## config.mk

```make
export PLATFORM = sky130hd
export DESIGN_NAME = sr_cmd_debouncer
export DESIGN_NICKNAME = d
export VERILOG_FILES = /design/src/rtl/sr_cmd_debouncer.sv
export SDC_FILE = /design/constraint.sdc
export NUM_CORES = 1
export LEC_CHECK = 0
export CAP_MARGIN = 20
export CORE_AREA = 2 2 39 41
export CTS_BUF_LIST = sky130_fd_sc_hd__clkbuf_16
export CTS_CLUSTER_DIAMETER = 60
export DETAILED_ROUTE_END_ITERATION = 6
export DIE_AREA = 0 0 41 43
export MAX_ROUTING_LAYER = met4
export PLACE_DENSITY_LB_ADDON = 0.08
export SYNTH_ARGS = -nofsm -noshare
export SYNTH_HDL_FRONTEND = slang
export SYNTH_SLANG_ARGS = --single-unit
```

## constraint.sdc

```tcl
create_clock -name clk -period 2.9 [get_ports clk]
set_clock_uncertainty 0.2 [all_clocks]
set_input_delay 0.29 -clock clk [delete_from_list [all_inputs] [get_ports clk]]
set_output_delay 0.29 -clock clk [all_outputs]
set_load 0.005 [all_outputs]
```

## src/rtl/sr_cmd_debouncer.sv

```systemverilog
// Command front end for the SR latch: sync, debounce and arbitrate
// two bouncing buttons into clean, mutually exclusive s / r pulses.
module sr_cmd_debouncer #(
  parameter int DEBOUNCE_CYCLES = 4,
  parameter int CNT_W           = 3,
  parameter bit SET_WINS        = 1'b0
) (
  input  logic clk,
  input  logic reset,
  input  logic set_btn,
  input  logic rst_btn,
  output logic s,
  output logic r,
  output logic conflict
);

  typedef enum logic [1:0] {
    IDLE,
    QUAL,
    HELD,
    REL
  } st_t;

  localparam logic [CNT_W-1:0] LAST =
    CNT_W'(DEBOUNCE_CYCLES - 1);

  // channel 0 = set, channel 1 = reset
  logic [1:0]       sync1;
  logic [1:0]       sync2;
  st_t              st_q  [2];
  st_t              st_d  [2];
  logic [CNT_W-1:0] cnt_q [2];
  logic [CNT_W-1:0] cnt_d [2];
  logic [1:0]       evt;
  logic             s_d;
  logic             r_d;
  logic             c_d;

  always_ff @(posedge clk or negedge reset) begin
    if (!reset) begin
      sync1 <= '0;
      sync2 <= '0;
    end else begin
      sync1 <= {rst_btn, set_btn};
      sync2 <= sync1;
    end
  end

  always_ff @(posedge clk or negedge reset) begin
    if (!reset) begin
      for (int i = 0; i < 2; i++) begin
        st_q[i]  <= IDLE;
        cnt_q[i] <= '0;
      end
    end else begin
      for (int i = 0; i < 2; i++) begin
        st_q[i]  <= st_d[i];
        cnt_q[i] <= cnt_d[i];
      end
    end
  end

  always_comb begin
    for (int i = 0; i < 2; i++) begin
      st_d[i]  = st_q[i];
      cnt_d[i] = cnt_q[i];
      evt[i]   = 1'b0;
      unique case (st_q[i])
        IDLE: begin
          if (sync2[i]) begin
            st_d[i]  = QUAL;
            cnt_d[i] = '0;
          end
        end
        QUAL: begin
          if (!sync2[i]) begin
            st_d[i]  = IDLE;
            cnt_d[i] = '0;
          end else if (cnt_q[i] == LAST) begin
            st_d[i]  = HELD;
            cnt_d[i] = '0;
            evt[i]   = 1'b1;
          end else begin
            cnt_d[i] = cnt_q[i] + 1'b1;
          end
        end
        HELD: begin
          if (!sync2[i]) begin
            st_d[i]  = REL;
            cnt_d[i] = '0;
          end
        end
        REL: begin
          if (sync2[i]) begin
            st_d[i]  = HELD;
            cnt_d[i] = '0;
          end else if (cnt_q[i] == LAST) begin
            st_d[i]  = IDLE;
            cnt_d[i] = '0;
          end else begin
            cnt_d[i] = cnt_q[i] + 1'b1;
          end
        end
        default: begin
          st_d[i]  = IDLE;
          cnt_d[i] = '0;
        end
      endcase
    end
  end

  // a losing event is dropped; its channel still sits in HELD
  always_comb begin
    s_d = 1'b0;
    r_d = 1'b0;
    c_d = 1'b0;
    unique case (1'b1)
      (evt == 2'b01): s_d = 1'b1;
      (evt == 2'b10): r_d = 1'b1;
      (evt == 2'b11): begin
        s_d = SET_WINS;
        r_d = !SET_WINS;
        c_d = 1'b1;
      end
      default: ;
    endcase
  end

  always_ff @(posedge clk or negedge reset) begin
    if (!reset) begin
      s        <= 1'b0;
      r        <= 1'b0;
      conflict <= 1'b0;
    end else begin
      s        <= s_d;
      r        <= r_d;
      conflict <= c_d;
    end
  end

endmodule

```

* Word level (Yosys, flattened, before mapping) *
Cells that the tools add are included.

word-level totals
  input port bits = 4
  output and inout port bits = 3
  register bits after elaboration = 17
  word-level logic and storage cells = 72

operators by class
  eq/ne operators = 19
  muxes and demuxes = 35
  reductions and logical operators = 7
  add/subtract/negate cells = 2

operator list
  operator                                                          count
  3-bit two-way mux                                                 10
  2-bit two-way mux                                                 12
  3-bit one-hot mux with 4 select lines                             2
  2-bit one-hot mux with 4 select lines                             2
  2-bit == test (second input constant)                             6
  3-bit != test (second input constant)                             4
  1-bit two-way mux                                                 9
  2-bit != test (second input constant)                             4
  4-bit AND reduction                                               2
  3-bit by 1-bit adder with 3-bit output (second input constant)    2
  2-bit by 1-bit == test with 1-bit output (second input constant)  3
  3-bit by 2-bit == test with 1-bit output (second input constant)  2
  2-bit logical NOT                                                 2
  2-bit AND reduction                                               2
  2-bit OR reduction                                                1

* Depth between registers and ports, before layout *
  word-level depth = 7
  depth in mapped cells = 4
  depth with buffers taken out = 4

* Least setup slack after synthesis *
OpenSTA, ideal clock, no wires.

  path type = register to register
  start = reg cnt_q[3] (netlist bit)
  end = reg (tool-made name)
  period minus slack after synthesis = 1.416 ns
  required time = 2.573 ns
  arrival time = 1.088 ns
  path buffers = 0
  cell stages (with the launch flop) = 4
  slack = 1.484 ns
  cells stage by stage = dfrtp_1 ha_1 and3b_2 mux2_1

RTL lines
  element                          line  source
  start, declared                  32    logic [CNT_W-1:0] cnt_q [2];
  start signal, assigned by index  58    cnt_q[i] <= cnt_d[i];

* Worst setup path in the final report *
  start = reg r
  end = out r

RTL lines
  element                 line  source
  start, declared         13    output logic r,
  start signal, assigned  136   r <= r_d;

No word-level cell between the ends.

==> impl_metrics.json <==
{
  "outcome": "finished clean",
  "start_kind": "flop",
  "fin_crit_ns": 1.53,
  "max-vdd-ir-drop_uv": 435,
  "cp_slowest_cell": "clkdlybuf4s50_1",
  "final_cell_mix": "17 x dfrtp_1, 6 x nand3b_1, 6 x clkdlybuf4s50_1, 4 x nand2_1",
  "endpoint_kind": "primary output",
  "dp_hpwl_um": 853,
  "synth_seq_cells": 17,
  "grt_overflow_total": 0,
  "h-tree-depth": 1,
  "startpoint": "r$_DFF_PN0_",
  "p_total_w": 0.000734,
  "die_h_um": 43,
  "final_nets": 69,
  "critical_path.max_stage_delay_ns": 0.49,
  "worst_pin_slew_ns": 0.722,
  "wirelength_um": 1160,
  "finalSetupViolations": 0,
  "synth_top_family_by_area": "simple AND/OR/NAND/NOR gates",
  "drive_gt1_share_pct": 16.1,
  "dieArea_um2": 1760,
  "syn_area_per_cell_um2": 13.5,
  "cts_buffers": 3,
  "syn_to_final_growth_pct": 22.7,
  "path_cells": "clkdlybuf4s50_1",
  "leakage_nw": 0.376,
  "wl_per_cell_um": 14.9,
  "r2r_start": "cnt_q[3]$_DFFE_PN0P_",
  "grt_usage_pct": 18.6,
  "min_from": "sync1[0]$_DFF_PN0_",
  "worst_ep_required_time_ns": 2.41,
  "holdCritPathClass": "flop to flop",
  "slew_violations": 0,
  "reg2reg_depth": 3,
  "synthCells": 52,
  "vias": 427,
  "fin_hold_ws_ns": 0.146,
  "critPathMaxFanout": 1,
  "start_util_pct": 50.6,
  "drt_iter0_drc": 10,
  "cts_setup_buffers": 0,
  "maxCapViolCount": 0,
  "synth_nets": 58,
  "coreArea_um2": 1380,
  "cp_top_family": "buffers and inverters",
  "synth_area_um2": 701,
  "hold_depth": 0,
  "holdPathEnd": "sync2[0]$_DFF_PN0_",
  "io_pins": 7,
  "cts.clk_slew.worst_paths_ns": 0.05,
  "insertion_delay_ns": 0.24,
  "r2r_slack_ns": 1.42,
  "cts_tree": "yes",
  "dr.pass1.iters": 2,
  "grt_antenna_before_repair": 0,
  "rsz0062_at_grt": "false",
  "grt_max_degree": 18,
  "worst-path-buf-inv": 1,
  "die_w_um": 41,
  "postRouteAntennaNets": 0,
  "synth_xor_area_share_pct": 3.57,
  "maxSlewHeadroom_pct": 51.7,
  "yosys.area_share.simple_pct": 21.6,
  "gp_congestion": 0.579,
  "finalHoldViolCount": 0,
  "setup_ws_ns": 1.37,
  "yosys_warnings": 0,
  "finalSetupTns_ns": 0,
  "diodes": 0,
  "vias_per_cell": 5.47,
  "timing.fmax_ghz": 0.652,
  "cts-root-buf": "clkbuf_16",
  "synth_mux_area_share_pct": 3.21,
  "clk_path_buf_depth": 2,
  "power.density_nw_per_um2": 854,
  "core.rowCount": 14,
  "cts_num_sinks": 17,
  "criticalPathCategory": "flop to primary output",
  "fillers": 107,
  "io_buffers": 6,
  "final_common_cell": "dfrtp_1",
  "finalCritPeriodShare_pct": 52.9,
  "grt_pass1_wl_um": 2020,
  "grt_pass1_vias": 436,
  "drc": 0,
  "synth_fa_ha_area_share_pct": 3.57,
  "synth-compound-area-share_pct": 6.79,
  "cts_resized": 0,
  "cts_hold_buf": 0,
  "fin_cells": 78,
  "synthDistinctLibCells": 20,
  "worstPathArrival_ns": 1.04,
  "yosysSeqAreaShare_pct": 60.7,
  "dp.cells": 74,
  "place_worst_setup_slack_ns": 1.42
}
-- cells by family (layout without fill, tap and decap cells) --
kind of cell	count (synthesis)	count (layout)
AO/OA/AOI/OAI	7	7
XOR/XNOR	2	2
adder cells (fa/ha/maj)	2	2
buffers and inverters	1	11
flip-flops	17	17
multiplexers	2	2
AND/OR/NAND/NOR	21	21
-- through the flow --
| stage | cell area [um2] | util (%) |
|---|---|---|
| after floorplan | 701 | - |
| after global placement | 781 | 56.4 |
| after detailed placement | 781 | 56.4 |
| after CTS | 860 | 62.1 |
| after global routing | 860 | 62.1 |
| final | 860 | 62.1 |
-- cell usage after synthesis, drive strengths merged --
cell    instances  share of area [%]
a31oi           1               0.89
and3b           1                1.4
dfrtp          17                 61
ha              2                3.6
inv             1               0.54
mux2            2                3.2
nand2           4                2.1
nand2b          3                2.7
nand3           1               0.71
nand3b          8                9.6
nor2            2                1.1
nor3b           1                1.8
nor4b           1                2.1
o21ai           3                2.1
o22ai           1               0.89
o31ai           2                2.9
xnor2           2                3.6
-- per-layer routing --
metal  GRT usage (%)  vias up  share of wire, %
met3            3.14        0               2.9
li1                -      205                 -
met4            12.0        0                 0
met5               -        -                 0
met2            27.8        7                56
met1            22.0      215                41
-- worst max-delay path by stage --
stage | to | cells after the start | slack (ns)
final | r | 1 | 1.37
after global routing | s | 1 | 1.31
after CTS | r | 1 | 1.36
after global placement | flop | 3 | 1.48
after floorplan | flop | 3 | 1.48
after detailed placement | flop | 3 | 1.42
-- cell type report --
class	instances	area, um2	area share, %
flip-flops and latches	17	425	49.5
multi-input cells	34	272	31.6
clock buffers	3	75.1	8.73
repair buffers	6	60.1	6.99
well taps	16	20.0	2.33
clock inverters	1	3.75	0.437
inverters	1	3.75	0.437
-- where the power goes --
part           internal (W)  total [W]  switching [W]
registers          0.000285   0.000336      0.0000517
clock network      0.000183   0.000266      0.0000833
logic             0.0000670   0.000132      0.0000646
total              0.000534   0.000734       0.000200
No activity file was read; power rests on OpenSTA's default activity.
